===== config.mk =====
export PLATFORM = sky130hd
export DESIGN_NAME = button_reader
export DESIGN_NICKNAME = d
export VERILOG_FILES = /design/src/rtl/btn_pkg.sv /design/src/rtl/sync_2ff.sv /design/src/rtl/button_reader.sv
export SDC_FILE = /design/constraint.sdc
export NUM_CORES = 1
export LEC_CHECK = 0
export ABC_CLOCK_PERIOD_IN_PS = 3100
export CORE_ASPECT_RATIO = 1.25
export CORE_MARGIN = 1.5
export CORE_UTILIZATION = 61
export CTS_CLUSTER_DIAMETER = 40
export DETAILED_ROUTE_END_ITERATION = 8
export PLACE_DENSITY = 0.79
export SETUP_SLACK_MARGIN = 0.4
export SLEW_MARGIN = 0
export SYNTH_ARGS = -nofsm -noshare
export SYNTH_HDL_FRONTEND = slang
export SYNTH_SLANG_ARGS = --single-unit

===== constraint.sdc =====
create_clock -name clk -period 3.1 [get_ports clk]
set_clock_uncertainty 0.2 [all_clocks]
set_input_delay 0.465 -clock clk [delete_from_list [all_inputs] [get_ports clk]]
set_output_delay 0.465 -clock clk [all_outputs]
set_load 0.1 [all_outputs]

===== src/rtl/btn_pkg.sv =====
// Shared definitions for push-button input blocks: FSM encoding and
// timing defaults for a 12 MHz board clock plus short simulation values.
package btn_pkg;

   typedef enum logic [1:0] {
      IDLE        = 2'd0,
      ARM_PRESS   = 2'd1,
      HELD        = 2'd2,
      ARM_RELEASE = 2'd3
   } state_t;

   localparam int          BTN_CNT_WIDTH    = 24;
   localparam logic [23:0] DEBOUNCE_12MHZ   = 24'd120000;   // 10 ms
   localparam logic [23:0] LONG_PRESS_12MHZ = 24'd6000000;  // 0.5 s
   localparam logic [23:0] DEBOUNCE_SIM     = 24'd4;
   localparam logic [23:0] LONG_PRESS_SIM   = 24'd16;

endpackage


===== src/rtl/sync_2ff.sv =====
// Generic two-flop synchronizer for asynchronous pin inputs; the reset
// value lets each pin start at its inactive level.
module sync_2ff #(
   parameter logic RESET_VALUE = 1'b0
) (
   input  logic clk,
   input  logic rst_n,
   input  logic d,
   output logic q
);

   logic [1:0] stages;

   // NOTE: flops use non-blocking assignments so both stages sample the
   // pre-edge values; blocking here would collapse the chain to one flop.
   always_ff @(posedge clk or negedge rst_n) begin
      if (!rst_n) begin
         stages <= {2{RESET_VALUE}};
      end else begin
         stages <= {stages[0], d};
      end
   end

   assign q = stages[1];

endmodule


===== src/rtl/button_reader.sv =====
// Push-button front end: synchronizes and debounces one raw pin, emits
// press / release / long-press pulses and keeps a wrapping press counter.
module button_reader
   import btn_pkg::*;
#(
   parameter int                   CNT_WIDTH      = BTN_CNT_WIDTH,
   parameter logic [CNT_WIDTH-1:0] DEBOUNCE       = DEBOUNCE_12MHZ,
   parameter logic [CNT_WIDTH-1:0] LONG_PRESS     = LONG_PRESS_12MHZ,
   parameter int                   OUTPUT_SIZE    = 4,
   parameter bit                   BTN_ACTIVE_LOW = 1'b1
) (
   input  logic                   clk,
   input  logic                   rst_n,
   input  logic                   btn_raw,
   output logic                   btn_level,
   output logic                   press,
   output logic                   release_pulse,  // 'release' is a reserved word
   output logic                   long_press,
   output logic [OUTPUT_SIZE-1:0] press_count
);

   localparam logic [CNT_WIDTH-1:0]   TMR_ONE = CNT_WIDTH'(1);
   localparam logic [OUTPUT_SIZE-1:0] CNT_ONE = OUTPUT_SIZE'(1);

   logic                   sync_q;
   logic                   s;
   state_t                 state_q, state_d;
   logic [CNT_WIDTH-1:0]   deb_q, deb_d;
   logic [CNT_WIDTH-1:0]   hold_q, hold_d;
   logic [CNT_WIDTH-1:0]   hold_sat;
   logic                   long_done_q, long_done_d;
   logic                   long_hit;
   logic                   press_d, release_d, long_d;
   logic [OUTPUT_SIZE-1:0] count_d;

   sync_2ff #(
      .RESET_VALUE (BTN_ACTIVE_LOW)
   ) u_sync (
      .clk   (clk),
      .rst_n (rst_n),
      .d     (btn_raw),
      .q     (sync_q)
   );

   assign s        = BTN_ACTIVE_LOW ? ~sync_q : sync_q;
   assign hold_sat = (hold_q == '1) ? hold_q : hold_q + TMR_ONE;
   // Latch guarantees one long_press per press even across release bounces.
   assign long_hit = (hold_sat == LONG_PRESS) && !long_done_q;

   always_ff @(posedge clk or negedge rst_n) begin
      if (!rst_n) begin
         state_q       <= IDLE;
         deb_q         <= '0;
         hold_q        <= '0;
         long_done_q   <= 1'b0;
         press         <= 1'b0;
         release_pulse <= 1'b0;
         long_press    <= 1'b0;
         press_count   <= '0;
      end else begin
         state_q       <= state_d;
         deb_q         <= deb_d;
         hold_q        <= hold_d;
         long_done_q   <= long_done_d;
         press         <= press_d;
         release_pulse <= release_d;
         long_press    <= long_d;
         press_count   <= count_d;
      end
   end

   // NOTE: every signal gets its hold value first, so paths that do not
   // assign it cannot infer a latch.
   always_comb begin
      state_d     = state_q;
      deb_d       = deb_q;
      hold_d      = hold_q;
      long_done_d = long_done_q;
      unique case (state_q)
         IDLE: begin
            if (s) begin
               state_d = ARM_PRESS;
               deb_d   = TMR_ONE;
            end
         end
         ARM_PRESS: begin
            if (!s) begin
               state_d = IDLE;
               deb_d   = '0;
            end else if (deb_q == DEBOUNCE) begin
               state_d = HELD;
               deb_d   = '0;
            end else begin
               deb_d = deb_q + TMR_ONE;
            end
         end
         HELD: begin
            if (!s) begin
               state_d = ARM_RELEASE;
               deb_d   = TMR_ONE;
            end else begin
               hold_d = hold_sat;
               if (long_hit) long_done_d = 1'b1;
            end
         end
         ARM_RELEASE: begin
            if (s) begin
               state_d = HELD;
               deb_d   = '0;
            end else if (deb_q == DEBOUNCE) begin
               state_d     = IDLE;
               deb_d       = '0;
               hold_d      = '0;
               long_done_d = 1'b0;
            end else begin
               deb_d = deb_q + TMR_ONE;
            end
         end
      endcase
   end

   always_comb begin
      btn_level = (state_q == HELD) || (state_q == ARM_RELEASE);
      press_d   = (state_q == ARM_PRESS) && s && (deb_q == DEBOUNCE);
      release_d = (state_q == ARM_RELEASE) && !s && (deb_q == DEBOUNCE);
      long_d    = (state_q == HELD) && s && long_hit;
      count_d   = press_d ? press_count + CNT_ONE : press_count;
   end

endmodule

== After elaboration in Yosys (flattened, before gate mapping) ==
Cells that the tools add are included.

* Equality and inequality tests: 14
* Reductions and logical operators: 15
* Magnitude comparators: 0
* Multipliers: 0
* Shifts and indexed selects: 0
* Add/sub/neg operators: 3
* Bitwise gates (word level): 1
* Mux-type cells: 23
* Divide/modulo/power cells: 0

{| class="wikitable"
|+ Operators with widths
! kind !! number
|-
| $mux 24 || 9
|-
| $pmux 24 s4 || 1
|-
| $add 24x1->24 const B || 2
|-
| $pmux 24 s2 || 1
|-
| $eq 24x17->1 const B || 1
|-
| $eq 24x23->1 const B || 1
|-
| $eq 24x24->1 const B || 1
|-
| $mux 2 || 6
|-
| $ne 2x2->1 const B || 4
|-
| $pmux 2 s4 || 1
|-
| $reduce_and 4->1 || 2
|-
| $logic_and 1x1->1 || 7
|-
| $reduce_and 5->1 || 1
|-
| $add 4x1->4 const B || 1
|-
| $eq 2x2->1 const B || 2
|-
| $mux 1 || 4
|-
| $ne 2x1->1 const B || 2
|-
| $ne 3x2->1 const B || 1
|-
| $ne 3x3->1 const B || 1
|-
| $eq 2x1->1 const B || 1
|-
| $logic_not 2->1 || 1
|-
| $pmux 1 s2 || 1
|-
| $reduce_and 2->1 || 1
|-
| $reduce_bool 2->1 || 1
|-
| other kinds (3) || 3
|}

* Logic and storage cells: 65
* Memory bits (writable): 0
* Memories kept: 0
* Input port bits: 3
* Bits in latches: 0
* Bits in read-only memories: 0
* Output and inout port bits: 8
* Bits in registers: 60

== Longest topological paths before layout ==
Gate-level depths: netlist of run 1.

* Depth in word-level cells: 7
* Mapped depth: 10
* Depth with buffers taken out: 10

== By module ==
A second synthesis of run 1 with hierarchy kept.

* Cells, all modules: 437
* Area total of the unflattened synthesis: 3662.3 um^2

{| class="wikitable"
|+ Modules (own cells, without submodules)
! module !! area each (um^2) !! instances !! sequential area each (um^2) !! cells an instance
|-
| button_reader || 3609.7 || 1 || 1451.4 || 435
|-
| sync_2ff || 52.6 || 1 || 52.6 || 2
|}

== Least setup slack after synthesis of run 1 ==
Ideal clock, no wire load.

* Path type: reg2reg
* From: register hold_q[2]
* To: register long_done_q
* Library setup time: 0.064 ns
* Required time: 2.836 ns
* Cell stages (with the launch flop): 9
* Buffers on the path: 1
* Clock period less this slack: 2.500 ns
* Slack: 0.600 ns
* Arrival: 2.237 ns
* Cell sequence: dfrtp_1 -> buf_2 -> nand4_1 -> or4_4 -> a211o_1 -> a221o_1 -> a22oi_2 -> and4_1 -> a21o_1

* Word-level cells in the longest chain between the ends: 6
* Elaborated cells on any way between the ends: 7
* Those cells by class: add/sub: 1; eq/ne: 3; mux: 1; reduce/logical: 2

{| class="wikitable"
|+ RTL lines
! item !! line !! text
|-
| start, declared || button_reader.sv:29 || <nowiki>logic [CNT_WIDTH-1:0] hold_q, hold_d;</nowiki>
|-
| start signal, assigned || button_reader.sv:63 || <nowiki>hold_q <= hold_d;</nowiki>
|-
| $add 24x1->24 / $eq 24x24->1 (equally long branches) || button_reader.sv:46 || <nowiki>assign hold_sat = (hold_q == '1) ? hold_q : hold_q + TMR_ONE;</nowiki>
|-
| $mux 24 * || button_reader.sv:46 ||
|-
| $eq 24x23->1 * || button_reader.sv:48 || <nowiki>assign long_hit = (hold_sat == LONG_PRESS) && !long_done_q;</nowiki>
|-
| $logic_and 1x1->1 * || button_reader.sv:48 ||
|-
| $ne 2x2->1 (no source line) * || -- ||
|-
| $reduce_and 5->1 (no source line) * || -- ||
|-
| end signal, assigned || button_reader.sv:64 || <nowiki>long_done_q <= long_done_d;</nowiki>
|-
| end, declared || button_reader.sv:31 || <nowiki>logic long_done_q, long_done_d;</nowiki>
|}

Every way passes the cells marked *; elsewhere a longest branch is shown, timed or not.
A chain may end at the register's enable or synchronous reset.

== Worst setup path after layout of run 1 ==
* From: register hold_q[1]
* To: register long_done_q

The elaborated chain is that of the path after synthesis.

==> results.md, run 1 <==
- 70.58 um — chip width
- 87.02% — Final Cycle Share
- 16.31% — share of layout cells above drive strength 1
- sky130_fd_sc_hd__dfrtp_1 — leading area contributor after synthesis
- 39.05% — Rel. slew slack
- 43.19% — sequential-to-total area share from yosys stat
- 9 — TritonCTS buffer count
- 1 — count of buffering cells on the critical path with inverters included
- 0.3707 GHz — FMAX
- 8.684 sq um — Post-Synthesis Mean Instance Area
- 0.9142 ns — Worst Max-Slew Pin Slew
- 63.54% — starting utilization of the core area
- 5 — first-pass iteration count of the detailed router
- 11 — IO Pins
- 401 — gate count of the mapped netlist
- simple AND/OR/NAND/NOR gates — crit-path leading delay family
- reg -> reg — worst min path class
- 0.001254 W — internal power
- 33 — pin count of the biggest net entering global routing
- 2 — number of buffers between clock root and the deepest sink
- 2.698 ns — Tmin final
- 322.4 uV — worst vdd rail ir drop
- 3207 — total via count after detailed routing
- 0.1570 ns — hold slack final
- 17.13 um — WL per Instance
- 41.68% — share of the synthesized area in the top cell type
- sky130_fd_sc_hd__dfrtp_1 — ys flop type
- 0 — EDFF count, synth
- 0 — number of failing setup endpoints in the final timing report
- 53 — number of library cell types mapped by synthesis
- 0 — antenna-violating nets left
- 0 — endpoints failing hold
- 3.19 ns — required arrival time at the worst endpoint
- sky130_fd_sc_hd__dfrtp_1, sky130_fd_sc_hd__o21ai_0, sky130_fd_sc_hd__nor2_1 — cells taking the most area after synthesis
- 100.0% — post-synthesis async set-or-reset flop share
- 1.641 nW — leakage power of the design
- reg -> reg — kind of critical path
- 2.79 ns — WP data arrival
- 0.001754 W — PnR Total Power
- 8.342 mm — overall routed net length
- 425 — count of nets after finishing
- 0 — remaining design rule violation count
- 87.47 um — DIE HEIGHT
- 60 — flops & latches, synth
- 0 — Ys Warns
- 0.07 ns — clock-pin slew on the worst setup and hold paths
- met4 — uppermost routed layer
- done — CTS tree
- 5480 sq um — Floorplan Core Area
- 11 — biggest fanout along the worst timing path
- 0.9443 — RD Place Congestion
- 13.44% — P&R area growth vs syn
- 30 — number of placement rows
- 14.06 mm — first-pass GRT wire length
- flip-flop — Worst Setup End Kind
- 0 — reported max-cap violation count
- 3.386 mm — wire length on met1
- 3482 sq um — netlist area before placement
- 0.35 ns — source-to-sink clock delay at the later pin of the worst-skew pair
- 40.4% — proportion of power drawn by the clock network
- 0.3797 ns — placement-stage worst setup slack
- sky130_fd_sc_hd__dfrtp_1 — critical-path cell with the highest stage delay
- 0 ns — accumulated negative setup slack
- 28.49% — switching share of total power
- 0 — remaining global-route overflow
- 0.4023 ns — final setup margin
- 0 — buffers inserted during post-CTS setup optimization
- 28.79% — overall routing resource usage
- 0.0004996 W — Psw
- ha_2 > nand3_2 > buf_4 > nor3_4 > xnor2_1 > or3_1 > nor4_4 > and4_1 > a21o_1 — sequence of cells on the critical path
- 6.585 — via density per instance
- 3021 — vias in the first global route
- 5.604 mm — detailed placer's ending HPWL
- 3 — H-tree depth
- 60 — clock sink count
- 0.43 ns — largest incremental delay on the critical path
- 6173 sq um — floorplan die area
- 10 — PortBufs
- 408 — number of nets in the synthesized netlist
- 325 — Starting DRT DRC Count
- 4.250 mm — met2 wire length
- true — unrepaired setup endpoints after global routing
- 47.4% — sequential share of power
- sky130_fd_sc_hd__clkbuf_8 — library cell used as clock root buffer
- 0 — max-slew violation total from the final report
- 0 — Ant. Diodes
- complete, no violations — outcome
- 444.0 nW/um^2 — Power Density
- 0 — initial antenna violation count
- 12.2% — Comb power frac
- 389 um — routed length on met3
- flip-flop — startpoint class of the critical path
[timing repair]
item / 4_1_cts / 5_1_grt
setup endpoints to repair: 2 / 25
hold buffers: 1 / 0
gates resized for setup: 2 / 14
endpoints found under the hold margin: 8 / 0
[synth_stat cells, types with 2 or more instances]
master / count
sky130_fd_sc_hd__a21o_1: 3
sky130_fd_sc_hd__inv_1: 11
sky130_fd_sc_hd__and4_1: 4
sky130_fd_sc_hd__nand3_1: 21
sky130_fd_sc_hd__and2_1: 2
sky130_fd_sc_hd__o31ai_1: 4
sky130_fd_sc_hd__nor2b_1: 2
sky130_fd_sc_hd__clkbuf_1: 14
sky130_fd_sc_hd__a21oi_1: 22
sky130_fd_sc_hd__nor4_1: 8
sky130_fd_sc_hd__nand2_1: 39
sky130_fd_sc_hd__a211oi_1: 3
sky130_fd_sc_hd__a22o_1: 3
sky130_fd_sc_hd__buf_2: 4
sky130_fd_sc_hd__a31oi_1: 8
sky130_fd_sc_hd__nor3_1: 16
sky130_fd_sc_hd__dfrtp_1: 58
sky130_fd_sc_hd__nor2_1: 40
sky130_fd_sc_hd__or4_1: 2
sky130_fd_sc_hd__mux2i_1: 2
sky130_fd_sc_hd__mux2_2: 2
sky130_fd_sc_hd__o41ai_1: 6
sky130_fd_sc_hd__or3_1: 8
sky130_fd_sc_hd__xnor2_1: 11
sky130_fd_sc_hd__xor2_1: 6
sky130_fd_sc_hd__and3_1: 14
sky130_fd_sc_hd__o21ai_0: 41
sky130_fd_sc_hd__nand4_1: 9
sky130_fd_sc_hd__nor4b_1: 2
sky130_fd_sc_hd__nand4b_1: 2
sky130_fd_sc_hd__nor4_2: 2
sky130_fd_sc_hd__dfstp_2: 2
sky130_fd_sc_hd__a311oi_1: 4
sky130_fd_sc_hd__or2_2: 4
sky130_fd_sc_hd__ha_1: 4
[flip-flops by register name, summed over array words and instances (netlist names), named ones only]
signal	flops
deb_q	24
hold_q	24
long_done_q	1
long_press	1
press	1
press_count	4
release_pulse	1
state_q	1
u_sync.stages	2
[cells by family after synthesis]
kind of cell    synth area share, %
simple gates                  28.13
compound gates                18.36
flops                         43.19
buf+inv                       3.378
xor+xnor                      4.276
mux                           1.222
fa+ha+maj                     1.437
[power groups by stage]
stage	combinational [W]	sequential (W)	clock, W
after floorplan	0.000145	0.000838	0
after global placement	0.000199	0.000844	0
after detailed placement	0.000205	0.000845	0
after CTS	0.000206	0.000831	0.000721
after global routing	0.000250	0.000835	0.000746
final	0.000214	0.000832	0.000708
[stage by stage]
| step | cells | cell area (sq um) | utilization [%] |
|---|---|---|---|
| floorplan | 401 | 3482 | - |
| global placement | 470 | 3666 | 66.90 |
| detailed placement | 470 | 3666 | 66.90 |
| CTS | 487 | 3887 | 70.94 |
| global route | 487 | 3950 | 72.08 |
| finish | 487 | 3950 | 72.08 |
[cell type report]
| class | count | area [sq um] |
|---|---|---|
| Tap cell | 64 | 80.08 |
| Multi-Input combinational cell | 311 | 1928 |
| Timing Repair Buffer | 25 | 193.9 |
| Sequential cell | 60 | 1506 |
| Clock inverter | 7 | 76.32 |
| Clock buffer | 9 | 123.9 |
| Fill cell | 403 | 1530 |
| Inverter | 11 | 41.29 |
[routing by layer]
layer  global-route usage [%]  vias up
li1                         -     1511
met1                    33.88     1546
met2                    49.23      119
met3                    5.556       31
met4                    16.47        0
met5                        0        -
[placed cells by master, fill, tap and decap left out, types with 3 or more instances in the layout]
| master | count |
|---|---|
| sky130_fd_sc_hd__a21o_1 | 3 |
| sky130_fd_sc_hd__a21oi_1 | 22 |
| sky130_fd_sc_hd__a22o_1 | 3 |
| sky130_fd_sc_hd__a311oi_1 | 4 |
| sky130_fd_sc_hd__a31oi_1 | 8 |
| sky130_fd_sc_hd__and3_1 | 13 |
| sky130_fd_sc_hd__and4_1 | 4 |
| sky130_fd_sc_hd__buf_4 | 21 |
| sky130_fd_sc_hd__clkbuf_8 | 9 |
| sky130_fd_sc_hd__dfrtp_1 | 56 |
| sky130_fd_sc_hd__ha_1 | 3 |
| sky130_fd_sc_hd__inv_1 | 11 |
| sky130_fd_sc_hd__nand2_1 | 39 |
| sky130_fd_sc_hd__nand3_1 | 19 |
| sky130_fd_sc_hd__nand4_1 | 9 |
| sky130_fd_sc_hd__nor2_1 | 39 |
| sky130_fd_sc_hd__nor3_1 | 14 |
| sky130_fd_sc_hd__nor4_1 | 7 |
| sky130_fd_sc_hd__nor4_4 | 3 |
| sky130_fd_sc_hd__o21ai_0 | 41 |
| sky130_fd_sc_hd__o31ai_1 | 4 |
| sky130_fd_sc_hd__o41ai_1 | 6 |
| sky130_fd_sc_hd__or2_2 | 4 |
| sky130_fd_sc_hd__or3_1 | 8 |
| sky130_fd_sc_hd__xnor2_1 | 11 |
| sky130_fd_sc_hd__xor2_1 | 6 |
[path summary, 6_finish.rpt]
kind                                             from                          to  slack, ns  cells after the start
setup / recovery                hold_q[1]$_DFFE_PN0P_     long_done_q$_DFFE_PN0P_       0.40                      9
hold / removal             u_sync.stages[0]$_DFF_PN1_  u_sync.stages[1]$_DFF_PN1_       0.16                      0
setup reg to reg                hold_q[1]$_DFFE_PN0P_     long_done_q$_DFFE_PN0P_       0.40                      9
hold reg to reg            u_sync.stages[0]$_DFF_PN1_  u_sync.stages[1]$_DFF_PN1_       0.16                      0
max in group asynchronous                       rst_n  u_sync.stages[1]$_DFF_PN1_       1.42                      3
min in group asynchronous                       rst_n       hold_q[9]$_DFFE_PN0P_       0.52                      2
No activity file was read; power rests on OpenSTA's default activity.
==> inputs of run 2 (changes only) <==
Settings changed: ABC_AREA from default to 1, CORE_UTILIZATION 61 to 62, PLACE_DENSITY 0.79 to 0.8.
==> run 2 against run 1 <==
  * Setup slack better by 0.17 ns
  * Count of clock-buffer cells in the layout rose by 2
  * Sequential power is 9.1% higher
  * Maximum frequency is 6.7% higher
  * Total power increased by 17%
==> results.md, run 2 <==
- sky130_fd_sc_hd__nand2_1 — most frequent standard cell in the layout excluding fill and tap cells
- 0 — Ys Warns
- 0 — buffers inserted during post-CTS setup optimization
- 19 — biggest fanout along the worst timing path
- 0.1625 ns — hold slack final
- complete, no violations — outcome
- reg -> reg — kind of critical path
- 81.53% — Final Cycle Share
- 629 — cell count after placement
- 0.001289 W — internal power
- 38.81% — sequential-to-total area share from yosys stat
- 6086 sq um — Floorplan Core Area
- 60 — clock sink count
- 0 — number of failing setup endpoints in the final timing report
- false — unrepaired setup endpoints after global routing
- 37.21% — switching share of total power
- 100.0% — post-synthesis async set-or-reset flop share
- 2.59 ns — WP data arrival
- 5 — first-pass iteration count of the detailed router
- 3875 sq um — netlist area before placement
- done — CTS tree
- 541 — gate count of the mapped netlist
- 0.07 ns — clock-pin slew on the worst setup and hold paths
- 0 — remaining global-route overflow
- 10.58 mm — overall routed net length
- 36.33% — simple-gate share of the synthesized area
- 37.46% — share of the synthesized area in the top cell type
- 1.882 nW — leakage power of the design
- 3783 — total via count after detailed routing
- 50.37% — Rel. slew slack
- 0 — EDFF count, synth
- 563 — count of nets after finishing
- 0.2906% — multiplexer area fraction after synthesis
- 60 — flops & latches, synth
- 0 — remaining design rule violation count
- sky130_fd_sc_hd__nand2_1, sky130_fd_sc_hd__inv_1, sky130_fd_sc_hd__nor2_1, sky130_fd_sc_hd__dfrtp_1, sky130_fd_sc_hd__nand3_1 — commonest cells after routing, fill and taps aside
- flip-flop — Worst Setup End Kind
- 2.527 ns — Tmin final
- 646 — final instance count without filler cells
- 17.38 mm — first-pass GRT wire length
- deb_q (24), hold_q (24), press_count (4) — largest registers
- 0 — endpoints failing hold
- 319.8 uV — worst vdd rail ir drop
- 24.8% — Comb power frac
- sky130_fd_sc_hd__dfrtp_1, sky130_fd_sc_hd__nand2_1, sky130_fd_sc_hd__inv_1 — cells taking the most area after synthesis
- 31.0% — proportion of power drawn by the clock network
- 3 — H-tree depth
- 485.5 nW/um^2 — Power Density
- 0 ns — accumulated negative setup slack
- sky130_fd_sc_hd__clkbuf_8 — library cell used as clock root buffer
- 0 — initial antenna violation count
- 3747 — vias in the first global route
- 2 — number of buffers between clock root and the deepest sink
- 16.37 um — WL per Instance
- 1.292% — post-synthesis share of cell area spent on full adders, half adders and majority gates
- 0.002053 W — PnR Total Power
- 10.87% — share of layout cells above drive strength 1
- simple AND/OR/NAND/NOR gates — combinational family with the most area after synthesis
- 0 — antenna-violating nets left
- 0.34 ns — source-to-sink clock delay at the later pin of the worst-skew pair
- 36 — pin count of the biggest net entering global routing
- sky130_fd_sc_hd__nand2_1, sky130_fd_sc_hd__inv_1, sky130_fd_sc_hd__nor2_1 — most common library cells after synthesis
- 9 — TritonCTS buffer count
- 34.18% — overall routing resource usage
- 32 — number of placement rows
- 4.068% — parity-gate share of the synthesized area counting xor and xnor cells
- 0 — Ant. Diodes
- flip-flop — startpoint class of the critical path
- 0 — max-slew violation total from the final report
- 7.957 mm — detailed placer's ending HPWL
- sky130_fd_sc_hd__dfrtp_1 — leading area contributor after synthesis
- 41 — number of library cell types mapped by synthesis
- 10 — PortBufs
- 0.7437 ns — Worst Max-Slew Pin Slew
- 0.0007640 W — Psw
- 73.71 um — chip width
- 63.67% — starting utilization of the core area
- 241 — Starting DRT DRC Count
- 5.856 — via density per instance
- 0 — depth of the worst hold-timing path
- 548 — number of nets in the synthesized netlist
- 0 — reported max-cap violation count
- 3.16 ns — required arrival time at the worst endpoint
- reg -> reg — worst min path class
- sky130_fd_sc_hd__dfrtp_1 — ys flop type
- 44.2% — sequential share of power
- 6736 sq um — floorplan die area
- 11 — IO Pins
- 0.3957 GHz — FMAX
- 0.9941 — RD Place Congestion
- 11 — FF-to-FF path depth
- 91.39 um — DIE HEIGHT
- 7.163 sq um — Post-Synthesis Mean Instance Area
- sky130_fd_sc_hd__nand2_1 — most common cell in the synthesized netlist
- 10.46% — Compound-Gate Fraction of Synth Area
- 9.138% — P&R area growth vs syn
## run 2: cell type report
cell class | instances | area [sq um]
clock inverter | 5 | 37.54
sequential | 60 | 1504
tap | 85 | 106.4
multi-input combinational | 397 | 2034
fill | 531 | 1857
timing repair buffer | 16 | 135.1
clock buffer | 11 | 141.4
inverter | 72 | 270.3
## run 2: stage by stage
stage / cell area (sq um) / setup WS [ns] / util, %
after CTS: 4227 / 0.5659 / 69.45
after global placement: 4038 / 0.6447 / 66.34
final: 4229 / 0.5727 / 69.49
after global routing: 4229 / 0.4437 / 69.49
after detailed placement: 4038 / 0.5915 / 66.34
after floorplan: 3875 / 0.9306 / -
## run 2: metal layers
layer / GRT usage (%) / routed length (um) / share of wire [%] / vias up
met4: 21.45 / 606 / 5.7 / 0
met1: 35.59 / 3886 / 37 / 1776
met5: 0 / 0 / 0 / -
met3: 7.880 / 482 / 4.6 / 44
li1: - / - / - / 1815
met2: 59.68 / 5602 / 53 / 148
## run 2: path summary, 6_finish.rpt
path	startpoint	end	slack, ns
max	hold_q[1]$_DFFE_PN0P_	long_press$_DFF_PN0_	0.57
min	u_sync.stages[0]$_DFF_PN1_	u_sync.stages[1]$_DFF_PN1_	0.16
max reg2reg	hold_q[1]$_DFFE_PN0P_	long_press$_DFF_PN0_	0.57
min reg2reg	u_sync.stages[0]$_DFF_PN1_	u_sync.stages[1]$_DFF_PN1_	0.16
max in group asynchronous	rst_n	hold_q[7]$_DFFE_PN0P_	1.58
min in group asynchronous	rst_n	hold_q[21]$_DFFE_PN0P_	0.50
## run 2: worst max-delay path: stages, from the launching register on
cell,delay [ns]
sky130_fd_sc_hd__dfrtp_1,0.43
sky130_fd_sc_hd__ha_2,0.28
sky130_fd_sc_hd__nand2_2,0.08
sky130_fd_sc_hd__nor2_4,0.14
sky130_fd_sc_hd__nand2_4,0.09
sky130_fd_sc_hd__nor2_4,0.14
sky130_fd_sc_hd__nand2_4,0.15
sky130_fd_sc_hd__xor2_1,0.23
sky130_fd_sc_hd__nand4_1,0.11
sky130_fd_sc_hd__nor3_1,0.32
sky130_fd_sc_hd__nand4_1,0.15
sky130_fd_sc_hd__nor2_1,0.13
## run 2: kinds of logic after synthesis
logic type	Yosys count
flip-flops	60
AO/OA/AOI/OAI	70
buffers and inverters	84
AND/OR/NAND/NOR	304
multiplexers	1
XOR/XNOR	18
adder cells (fa/ha/maj)	4
## run 2: timing repair
item	in CTS	in global routing
hold endpoints to repair	23	0
hold buffers	1	0
endpoints found under the setup margin	0	1
gates resized for setup	0	1
## run 2: power by group through the flow
stage / clock (W) / sequential, W / combinational [W]
3_5_place_dp: 0 / 0.000919 / 0.000494
5_1_grt: 0.000675 / 0.000915 / 0.000554
3_3_place_gp: 0 / 0.000917 / 0.000489
6_report: 0.000637 / 0.000908 / 0.000509
4_1_cts: 0.000652 / 0.000906 / 0.000499
2_1_floorplan: 0 / 0.000889 / 0.000386
==> patch 1 (settings of run 1) <==
Put one more register stage on the output `long_press`. The value now appears one clock later. The other outputs are not delayed to match.
--- a/src/rtl/button_reader.sv
+++ b/src/rtl/button_reader.sv
@@ -22,4 +22,6 @@
    localparam logic [CNT_WIDTH-1:0]   TMR_ONE = CNT_WIDTH'(1);
    localparam logic [OUTPUT_SIZE-1:0] CNT_ONE = OUTPUT_SIZE'(1);
+
+   logic long_press_s0;
 
    logic                   sync_q;
@@ -56,5 +58,5 @@
          press         <= 1'b0;
          release_pulse <= 1'b0;
-         long_press    <= 1'b0;
+         long_press_s0 <= 1'b0;
          press_count   <= '0;
       end else begin
@@ -65,5 +67,5 @@
          press         <= press_d;
          release_pulse <= release_d;
-         long_press    <= long_d;
+         long_press_s0 <= long_d;
          press_count   <= count_d;
       end
@@ -128,3 +130,7 @@
    end
 
+   always_ff @(posedge clk) begin
+      long_press <= long_press_s0;
+   end
+
 endmodule
Function: no difference found for any inputs over 10 cycles, from zero or initial values and one cycle with rst_n low; that may be too few to reach the edited logic, so the function may still have changed.
==> patch 1 against run 1 <==
Critical path depth down 2. Sequential cell count up 1. Worst setup slack better by 65 ps. Area after synthesis up 0.57%. Worst hold slack better by 0.55 ps. Die area up 0.56%. Power down 4.5%. Wire length down 2.9%. Clock power down 15%. Non-clock buffer count unchanged. Critical path type unchanged. Largest power group unchanged. Final cell count up 0.21%. Via count down 1.9%. Final area down 0.35%.
==> patch 1: results (changes against run 1) <==
.. list-table::
   :header-rows: 1

   * - Metric
     - Value
   * - Share of cells above drive strength 1
     - 15.8% (-0.51 points)
   * - Routed met2 length
     - 4.13 mm (-2.9%)
   * - Detailed-routing wirelength on met1
     - 3.41 mm (+0.74%)
   * - Net Sw Frac
     - 27.8% (-0.73 points)
   * - Length in cells of the worst reg-to-reg path
     - 7 (-2)
   * - Met3 wire length
     - 335 µm (-14%)
   * - GR met3 Demand/Resource
     - 6.56% (+1.0 points)
   * - Total area of multi-input combinational cells
     - 1920 µm² (-0.26%)
   * - Via/cell ratio
     - 6.45 (-2.1%)
   * - Fraction of the yosys area taken by sequential cells
     - 43.5% (+0.32 points)
   * - Tcrit/Tclk final
     - 84.9% (-2.1 points)
   * - Worst Setup Slack post-DPL
     - 308 ps (-71.8 ps)
   * - Leakage component of the power
     - 1.64 nW (-0.35%)
   * - Leading cell types by total area after synthesis
     - sky130_fd_sc_hd__dfrtp_1 (41%), sky130_fd_sc_hd__o21ai_0 (5.9%), sky130_fd_sc_hd__nor2_1 (4.3%)
   * - Tot GR Track Use
     - 28.1% (-0.73 points)
   * - Routability cong.
     - 0.892 (-5.6%)
   * - Count of nets after finishing
     - 426 (+0.24%)
   * - Met2 demand-to-capacity share in global routing
     - 48.9% (-0.29 points)
   * - Share of synthesized flip-flops with an asynchronous set or reset
     - 98.4% (-1.6 points)
   * - Placed instance count
     - 471 (+0.21%)
   * - Max transition margin
     - 38.5% (-0.54 points)
   * - Worst hold-check slack
     - 158 ps (+0.555 ps)
   * - VDD IR max
     - 0.469 mV (+46%)
   * - Total routed wirelength
     - 8.10 mm (-2.9%)
   * - Largest net degree at the start of global routing
     - 32 (-3.0%)
   * - Number of global-route vias before repair
     - 3,009 (-0.40%)
   * - Total via count after detailed routing
     - 3,147 (-1.9%)
   * - Run status
     - complete, no violations
   * - Average cell area after synthesis
     - 8.71 µm² (+0.32%)
   * - Startpoint of the worst-slack reg-to-reg timing path
     - hold_q[10]
   * - Placed cell area
     - 3690 µm² (+0.55%)
[patch 1: cell count changes after synthesis, sizes merged]
| cell | delta |
|---|---|
| dfxtp | +1 |
[patch 1: worst max-delay path: stages (launching register included)]
cell	delay, ps
sky130_fd_sc_hd__dfrtp_1	460
sky130_fd_sc_hd__nand3_4	170
sky130_fd_sc_hd__or4_4	580
sky130_fd_sc_hd__a211o_1	350
sky130_fd_sc_hd__a221o_1	380
sky130_fd_sc_hd__a22oi_2	140
sky130_fd_sc_hd__and4_1	210
sky130_fd_sc_hd__a21o_1	90
[patch 1: cells by family (layout without fill, tap and decap cells)]
kind of cell,after synthesis,count (layout),share of synthesized area (%)
buffers and inverters,30,52,3.36
multiplexers,4,4,1.21
XOR/XNOR,17,17,4.25
AND/OR/NAND/NOR,183,183,28.0
flip-flops,61,61,43.5
AO/OA/AOI/OAI,103,103,18.3
adder cells (fa/ha/maj),4,4,1.43
[patch 1: what timing repair did]
item / in CTS / in global routing
resized for setup: 4 / 16
setup endpoints to repair: 6 / 43
pin swaps: 0 / 2
hold buffers: 1 / 0
hold endpoints to repair: 17 / 0
[patch 1: power groups by stage]
stage | Clock, W | Sequential, W | Combinational [W]
floorplan | 0 | 0.000851 | 0.000145
detailed placement | 0 | 0.000858 | 0.000208
global placement | 0 | 0.000856 | 0.000201
finish | 0.000605 | 0.000845 | 0.000224
global route | 0.000648 | 0.000848 | 0.000257
CTS | 0.000617 | 0.000844 | 0.000212
[patch 1: layout make-up]
type,count,share of cell area [%]
Sequential cell,61,38.9
Tap cell,64,2.03
Clock buffer,14,3.88
Timing Repair Buffer,25,5.02
Inverter,11,1.05
Clock inverter,2,0.254
Multi-Input combinational cell,311,48.9
==> patch 2 (settings of run 1) <==
Without the edit above. `BTN_ACTIVE_LOW`: 1'b1 -> 1'b0.
--- a/src/rtl/button_reader.sv
+++ b/src/rtl/button_reader.sv
@@ -8,5 +8,5 @@
    parameter logic [CNT_WIDTH-1:0] LONG_PRESS     = LONG_PRESS_12MHZ,
    parameter int                   OUTPUT_SIZE    = 4,
-   parameter bit                   BTN_ACTIVE_LOW = 1'b1
+   parameter bit                   BTN_ACTIVE_LOW = 1'b0
 ) (
    input  logic                   clk,
Behaviour: no difference found for any inputs over 10 cycles, from zero or initial values and one cycle with rst_n low; that may be too few to reach the edited logic, so the function may still have changed.
==> patch 2 against run 1 <==
Clock power is 5.9% lower. Die area is 1.7% higher. Area after synthesis is 1.7% higher. First-iteration DRC count is 10% lower. Count of clock-buffer cells in the layout is 2 higher. Wire length is 2.4% higher. Worst setup slack better by 96 ps. Power is 0.69% lower. Via count hardly changed. Global-route usage is 0.45 points higher. Final area hardly changed. Sequential cell count stayed put.
==> patch 2: results (changes against run 1) <==
.. list-table::
   :header-rows: 1

   * - Metric
     - Value
   * - Run status
     - complete, no violations
   * - Critical path origin
     - hold_q[0]
   * - Max stage delay cell, worst path
     - sky130_fd_sc_hd__or4_4
   * - Detailed-router iteration count before antenna repair
     - 4 (-1)
   * - Detailed-routing wirelength on met1
     - 3.48 mm (+2.7%)
   * - Combinational Power
     - 0.000236 W (+10%)
   * - P_sw
     - 0.000474 W (-5.2%)
   * - Grt met1 use
     - 33.2% (-0.65 points)
   * - Signal arrival time at the worst endpoint
     - 2620 ps (-170 ps)
   * - Cell-internal power
     - 0.00127 W (+1.1%)
   * - Met2 demand-to-capacity share in global routing
     - 51.9% (+2.7 points)
   * - Worst hold path startpoint
     - u_sync.stages[0]
   * - Leading cell types by total area after synthesis
     - sky130_fd_sc_hd__dfrtp_1 (42%), sky130_fd_sc_hd__nor2_1 (5.3%), sky130_fd_sc_hd__nand2_1 (5.0%)
   * - Tot GR Track Use
     - 29.2% (+0.45 points)
   * - Placed instance count
     - 490 (+4.3%)
   * - Post-synthesis adder-cell area fraction
     - 1.41% (-0.024 points)
   * - VDD IR max
     - 0.334 mV (+3.5%)
   * - Placed cell area
     - 3730 µm² (+1.8%)
   * - Length in cells of the worst reg-to-reg path
     - 8 (-1)
   * - Met3 wire length
     - 377 µm (-3.1%)
   * - Critical-path maximum fanout
     - 9 (-2)
   * - GR met3 Demand/Resource
     - 6.79% (+1.2 points)
   * - XOR/XNOR Fraction of Synth Area
     - 3.46% (-0.81 points)
   * - Routed met2 length
     - 4.44 mm (+4.4%)
   * - Worst Tran Pin Value
     - 778 ps (-136 ps)
   * - Average routed wire per standard cell
     - 16.8 µm (-1.7%)
   * - Count of cell types in the netlist
     - 56 (+5.7%)
   * - Wire length of the first global-routing pass
     - 14.5 mm (+3.1%)
   * - Initial DRC count
     - 292 (-10%)
   * - Leakage component of the power
     - 1.63 nW (-0.62%)
   * - Fraction of the yosys area taken by sequential cells
     - 42.4% (-0.80 points)
   * - Total routed wirelength
     - 8.54 mm (+2.4%)
   * - Routability cong.
     - 1.00 (+6.4%)
   * - Sequential group power
     - 0.000839 W (+0.8%)
   * - Register-to-register setup slack
     - 500 ps (+100 ps)
   * - Mux share of post-synthesis cell area
     - 1.24% (+0.015 points)
   * - Share of cells above drive strength 1
     - 12.6% (-3.7 points)
   * - Worst Setup Slack post-DPL
     - 313 ps (-66.8 ps)
   * - Total via count after detailed routing
     - 3,204 (-0.094%)
   * - Delay of the slowest cell on the worst path
     - 610 ps (+180 ps)
   * - Average cell area after synthesis
     - 8.41 µm² (-3.1%)
   * - Ranking of synthesized cells by instance count
     - sky130_fd_sc_hd__dfrtp_1 (60), sky130_fd_sc_hd__nor2_1 (50), sky130_fd_sc_hd__nand2_1 (47)
   * - Largest net degree at the start of global routing
     - 30 (-9.1%)
   * - Count of nets after finishing
     - 445 (+4.7%)
   * - Final HPWL from detailed placement
     - 6.12 mm (+9.1%)
==> patch 2: how the worst min path moves through the flow <==
stage                     slack, ps               end
final                           160  u_sync.stages[1]
after global routing            170  u_sync.stages[1]
after CTS                       170  u_sync.stages[1]
after detailed placement        150  u_sync.stages[1]
after global placement          130  u_sync.stages[1]
after floorplan                 -30         async pin
==> patch 2: worst register-to-register path: stages, from the launching register on <==
cell,delay [ps]
sky130_fd_sc_hd__dfrtp_2,450
sky130_fd_sc_hd__ha_2,290
sky130_fd_sc_hd__nand3_4,160
sky130_fd_sc_hd__or4_4,610
sky130_fd_sc_hd__nor3_4,250
sky130_fd_sc_hd__xnor2_1,160
sky130_fd_sc_hd__nor4_2,50
sky130_fd_sc_hd__and4_1,190
sky130_fd_sc_hd__o21bai_1,150
==> patch 2: final cells by class <==
cell class	instances	area, µm²
Multi-Input combinational cell	329	1940
Fill cell	429	1560
Sequential cell	60	1500
Timing Repair Buffer	27	209
Clock buffer	11	131
Tap cell	64	80.1
Clock inverter	5	52.6
Inverter	11	41.3
